$ cat config.mk
export PLATFORM = sky130hd
export DESIGN_NAME = rdma_rc_ack_slot
export DESIGN_NICKNAME = d
export VERILOG_FILES = /design/src/rtl/rdma_rc_ack_slot.sv
export SDC_FILE = /design/constraint.sdc
export NUM_CORES = 1
export LEC_CHECK = 0
export CAP_MARGIN = 20
export CORE_MARGIN = 1
export CORE_UTILIZATION = 40
export DETAILED_ROUTE_END_ITERATION = 10
export GPL_TIMING_DRIVEN = 0
export MAX_ROUTING_LAYER = met4
export PLACE_DENSITY = 0.83
export SETUP_SLACK_MARGIN = 0.15
export SYNTH_ARGS = -nofsm -noshare
export SYNTH_HDL_FRONTEND = slang
export SYNTH_SLANG_ARGS = --single-unit
export TNS_END_PERCENT = 50
$ cat constraint.sdc
create_clock -name clk -period 2.2 [get_ports clk]
set_input_delay 0.33 -clock clk [delete_from_list [all_inputs] [get_ports clk]]
set_output_delay 0.33 -clock clk [all_outputs]
set_load 0.01 [all_outputs]
$ cat src/rtl/rdma_rc_ack_slot.sv
// rtl/rdma_rc_ack_slot.sv - one-entry ACK/NAK response buffer
//
// Purpose: holds a single pending response; a newer candidate replaces a
//          queued ACK, a NAK replaces a queued ACK, an ACK never replaces a
//          queued NAK.
// Ports:   clk, rst_n           - clock, async active-low reset
//          i_clear              - drop any pending response
//          i_cand_valid/nak/psn - new response candidate
//          i_ready              - consumer accepts current response
//          o_valid/o_is_nak/o_psn - pending response
module rdma_rc_ack_slot #(
   parameter int PSN_WIDTH = 24
) (
   input  logic                 clk,
   input  logic                 rst_n,
   input  logic                 i_clear,
   input  logic                 i_cand_valid,
   input  logic                 i_cand_nak,
   input  logic [PSN_WIDTH-1:0] i_cand_psn,
   input  logic                 i_ready,
   output logic                 o_valid,
   output logic                 o_is_nak,
   output logic [PSN_WIDTH-1:0] o_psn
);
   logic                 r_valid;
   logic                 r_is_nak;
   logic [PSN_WIDTH-1:0] r_psn;
   logic                 w_load;

   // Load when empty, when the current entry leaves this cycle, or when the
   // candidate is allowed to overwrite (only an ACK over a NAK is refused).
   assign w_load = i_cand_valid & (~r_valid | i_ready | i_cand_nak | ~r_is_nak);

   always_ff @(posedge clk or negedge rst_n) begin
      if (!rst_n) begin
         r_valid  <= 1'b0;
         r_is_nak <= 1'b0;
         r_psn    <= '0;
      end else if (i_clear) begin
         r_valid  <= 1'b0;
         r_is_nak <= 1'b0;
         r_psn    <= '0;
      end else if (w_load) begin
         r_valid  <= 1'b1;
         r_is_nak <= i_cand_nak;
         r_psn    <= i_cand_psn;
      end else if (r_valid && i_ready) begin
         r_valid  <= 1'b0;
      end
   end

   assign o_valid  = r_valid;
   assign o_is_nak = r_is_nak;
   assign o_psn    = r_psn;
endmodule

==> summary.md <==
| Metric | Value |
|---|---|
| Max Fclk | `0.624 GHz` |
| Hold_buf cts | `0` |
| Vias in the first global route | `836` |
| YS warnings | `0` |
| Pre-CTS WS | `0.383 ns` |
| Placed Cells | `approximately 150` |
| Final Net Count | `between 150 and 200` |
| Clock insertion delay at the later pin of the skew report | `0.31 ns` |
| Sw frac | `0.236` |
| Post-CTS Resized | `0` |
| N_diodes | `0` |
| Reg2reg setup slack | `0.83 ns` |
| DIE HEIGHT | `51.6 µm` |
| Postcts setup bufs | `0` |
| Setup violators final | `0` |
| Fill count | `178` |
| Synth cell types | `11` |
| Max clock buf depth | `2` |
| FF-to-FF End | `o_psn[8]` |
| Total CTS buffers | `3` |
| Max VDD drop | `422 µV` |
| Starting Density | `0.436` |
| CTS tree | `yes` |
| Hold crit path type | `in -> async` |
| Leakage power | `between 0.7 and 0.8 nW` |
| Max-Cap Viols | `0` |
| CP Launch Type | `register` |
| Cell Chain, Critical Path | `clkdlybuf4s50_1` |
| Mapped Cells | `62` |
| Slew at the pin closest to its max-slew limit | `0.484 ns` |
| H-tree depth | `1` |
| Std cell rows | `17` |
| Syn-to-layout area delta | `64.6%` |
| 1st-iter DRT viols | `8` |
| Critical path's top delay family | `buffers and inverters` |
| Relative slew slack | `0.676` |
| Power share of the combinational group | `0.217` |
| First-pass GRT wire length | `4050 µm` |
| Worst EP required | `1.87 ns` |
| Layout cells sized above 1 | `0.0992` |
| Port buffer count | `55` |
| GRT overflow | `0` |
| Top-Level Pins | `between 50 and 60` |
| Clk slew on worst S/H paths | `0.13 ns` |
| Cell Area, Synth | `~980 µm²` |
| NetSw | `0.215 mW` |
| Detail Route Antenna Nets | `0` |
| Internal power | `about 0.70 mW` |
| GPL Wtd Cong | `0.621` |
| Initial antenna violation count | `0` |
| Cell Count, Final, Fillers Out | `149` |
| GRT Total Usage | `0.224` |
| Clock Skew | `0.00488 ns` |
| WP buf/inv | `1` |
| Vias per cell | `around 5.2` |
| Final hold vios | `0` |
| Full die area | `2660 µm²` |
| Core Area | `2250 µm²` |
| Seq pwr share | `0.571` |
| Final core occ | `0.718` |
| Nature of the critical path endpoint | `output pin` |
| P per Cell Area | `around 560 nW/µm²` |
| R2r startpoint | `o_is_nak` |
| Via count | `773` |
| CP max stage delay | `0.57 ns` |
| Crit path time final | `roughly 1.6 ns` |
| DRT Wirelength | `2470 µm` |
| RSZ-0062 raised after global routing | `no` |
| Die Wd | `51.6 µm` |
| Finished Cell Area | `1620 µm²` |
| Critical path peak fanout | `2` |
| Max-slew violations | `0` |
| Final Cycle Share | `0.729` |
| Syn_area_per_cell | `15.9 µm²` |
| R2R cell count | `5` |
| DRC | `0` |
| Seq/Total Area, Yosys | `0.662` |
| Root Driver | `clkbuf_4` |
| Syn nets | `92` |
| Clk sinks | `26` |
| DP Area | `between 1500 and 2000 µm²` |
| Detailed Place HPWL | `1930 µm` |
| Largest net degree at the start of global routing | `19` |
| Crit Path Class | `reg -> out` |
| WP data arrival | `between 1 and 1.5 ns` |
| Yosys reg bits | `26` |
| Status | `finished clean` |
| Post-route worst setup slack | `0.597 ns` |
| Total negative slack | `0 ns` |
| TritonRoute pass-1 iters | `4` |
| Clock Power Share | `0.212` |
| Slowest cell on the critical path | `clkdlybuf4s50_1` |
| WL per Instance | `16.6 µm` |
## layout by cell type (no fill, tap or decap), drive strengths merged
master,count
nand2b,1
buf,6
inv,1
a22o,25
a21oi,1
and4bb,1
dfrtp,26
o21ba,1
clkdlybuf4s50,55
clkbuf,3
nor3,1
## state kept, by name, indices dropped and copies added, names as in the netlist
register,count
o_valid,1
o_psn,24
o_is_nak,1
## through the flow
stage / hold WS [ns] / power (mW)
6_report: 0.326 / 0.912
4_1_cts: 0.322 / 0.928
3_3_place_gp: 0.483 / 0.716
5_1_grt: 0.321 / 0.963
2_1_floorplan: 0.0344 / 0.593
3_5_place_dp: 0.480 / 0.730
## cells in the mapped netlist
library cell,instances,area (µm²)
nor3_4,1,16.3
o21ba_1,1,10.0
a21oi_1,1,5.00
buf_6,1,11.3
inv_2,1,3.75
a22o_1,25,219
buf_4,2,15.0
dfrtp_1,26,651
buf_8,2,30.0
nand2b_1,1,6.26
and4bb_4,1,16.3
## worst max-delay path by stage
| stage | start | to | cells after the start |
|---|---|---|---|
| floorplan | o_valid | o_is_nak | 5 |
| global placement | i_cand_nak | o_psn[4] | 6 |
| detailed placement | i_cand_nak | o_psn[21] | 6 |
| CTS | o_psn[2] | o_psn[2] | 1 |
| global route | o_psn[19] | o_psn[19] | 1 |
| finish | o_psn[2] | o_psn[2] | 1 |
## layer usage
layer	track usage	vias up	part of all wire
met3	0.0409	6	0.054
met2	0.372	36	0.54
met5	-	-	0
met1	0.261	374	0.38
li1	-	357	-
met4	0.108	0	0.022
## final cells by class
cell class                      count  area, µm²  area share
Inverter                            1       3.75     0.00232
Tap cell                           28       35.0      0.0216
Buffer                              5       56.3      0.0348
Timing Repair Buffer               56        578       0.357
Sequential cell                    26        651       0.402
Multi-Input combinational cell     30        273       0.168
Clock buffer                        3       22.5      0.0139
## power groups by stage
stage               Combinational, mW  Clock [mW]  Sequential, mW
detailed placement              0.200           0           0.530
floorplan                      0.0508           0           0.542
global placement                0.188           0           0.529
CTS                             0.200       0.206           0.522
global route                    0.211       0.226           0.526
finish                          0.198       0.193           0.521
## cell families after synthesis
group / share of synthesized area
AND/OR/NAND/NOR: 0.0395
buffers and inverters: 0.0611
flip-flops: 0.662
AO/OA/AOI/OAI: 0.238
No activity file was read; power rests on OpenSTA's default activity.
==> RTL edit: new RTL, same settings <==
Make the reset (`rst_n`) synchronous in one clocked block. Comments in the files are not updated.
--- a/src/rtl/rdma_rc_ack_slot.sv
+++ b/src/rtl/rdma_rc_ack_slot.sv
@@ -33,3 +33,3 @@
 
-   always_ff @(posedge clk or negedge rst_n) begin
+   always_ff @(posedge clk) begin
       if (!rst_n) begin
Behaviour: differs if rst_n is asserted again (counterexample within 4 cycles, from zero or initial values and one cycle with rst_n low); with rst_n held inactive, the same outputs for 10 cycles.
==> RTL edit against the unedited design <==
  * Global-route usage shrank 0.66 points
  * Power shrank 1.9%
  * Routed wire length grew 19%
  * Design area grew 5.2%
  * Synthesized area grew 11%
  * Via count grew 44%
  * Sequential cell count is the same
  * Worst setup slack gained 0.042 ns
  * Critical endpoint is now o_psn[10]
  * Largest cell class is now buffers
  * Largest power group unchanged
==> RTL edit: results (changes against the unedited design) <==
metric,value,unit,change
outcome,"finished, final reports clean",,
GRT Util Overall,0.217,,-0.00664
worst vdd ir,0.000396,V,-6.2%
Slew @ Worst Pin,0.463,ns,-0.0209 ns
vias in the first global route,1048,,+25%
largest net degree at the start of global routing,15,,-4
GPL Wtd Cong,0.682,,+9.8%
Setup crit start,o_psn[10]$_SDFFE_PP0P_,,
Hold Crit Class,in2reg,,
synth unique cells,16,,+5
max incr delay on CP,0.55,ns,-0.02 ns
Crit path arrival time,1.23,ns,-0.04 ns
iteration-0 DRC count of the detailed router,7,,-1
layout cells sized above 1,0.191,,+0.0918
synth top area cells,"dfxtp_1 48%, o21ai_2 15%, nand4_1 14%",,
first-pass GRT wire length,4540,um,+12%
Final Skew,0.00636,ns,+0.00148 ns
DP HPWL,2180,um,+13%
Post-synth top cells,"26 x dfxtp_1, 24 x nand2_1, 24 x nand4_1, 19 x o21ai_2, 6 x buf_2",,
worst r2r src,o_is_nak$_SDFFE_PP0P_,,
"Net count, final",209,,+37%
Synth async-reset ratio,0,,-1.00
Via density,5.36,,+3.3%
hold depth,3,,
Place WS,0.423,ns,+0.0402 ns
Mapped Nets,150,,+63%
Port Buffers,54,,-1.8%
==> RTL edit: kinds of logic after synthesis <==
logic type	count (synthesis)	synth area share
flops	26	0.478
buf+inv	15	0.0759
simple gates	52	0.251
compound gates	27	0.195
==> RTL edit: metal layers <==
metal  global-route usage  wire, um
met1                0.276      1280
met5                    -         0
met3               0.0424       162
met4               0.0855        44
met2                0.335      1450
==> RTL edit: area by class of cell <==
type                            count  area (um^2)
Fill cell                         216          820
Timing Repair Buffer               54          541
Sequential cell                    26          520
Multi-Input combinational cell     79          485
Buffer                             14         78.8
Tap cell                           30         37.5
Clock buffer                        4         36.3
Inverter                            1         3.75
==> RTL edit: how the worst max path moves through the flow <==
stage,endpoint,cells after the start,slack [ns]
2_1_floorplan,o_is_nak$_SDFFE_PP0P_,5,1.06
3_3_place_gp,o_psn[5]$_SDFFE_PP0P_,6,0.47
5_1_grt,o_is_nak,1,0.57
6_report,o_psn[10],1,0.64
3_5_place_dp,o_psn[2]$_SDFFE_PP0P_,6,0.42
4_1_cts,o_valid,1,0.63
==> RTL edit: power groups by stage <==
stage	sequential (W)	combinational, W	clock [W]
floorplan	0.000513	0.0000556	0
global placement	0.000505	0.000155	0
detailed placement	0.000506	0.000159	0
CTS	0.000496	0.000160	0.000243
global route	0.000498	0.000171	0.000260
finish	0.000496	0.000159	0.000240
==> RTL edit: worst min-delay path: stages <==
cell and delay [ns]:
buf_2 0.15, nand4_1 0.09, o21ai_1 0.05
==> RTL edit: per-stage QoR <==
step / cell area, um^2 / util / cells / hold WS [ns]
finish: 1700 / 0.675 / 208 / 0.333
global route: 1700 / 0.675 / 208 / 0.359
detailed placement: 1670 / 0.661 / 204 / 0.446
global placement: 1670 / 0.661 / 204 / 0.439
floorplan: 1090 / - / 120 / 0.467
CTS: 1700 / 0.675 / 208 / 0.325
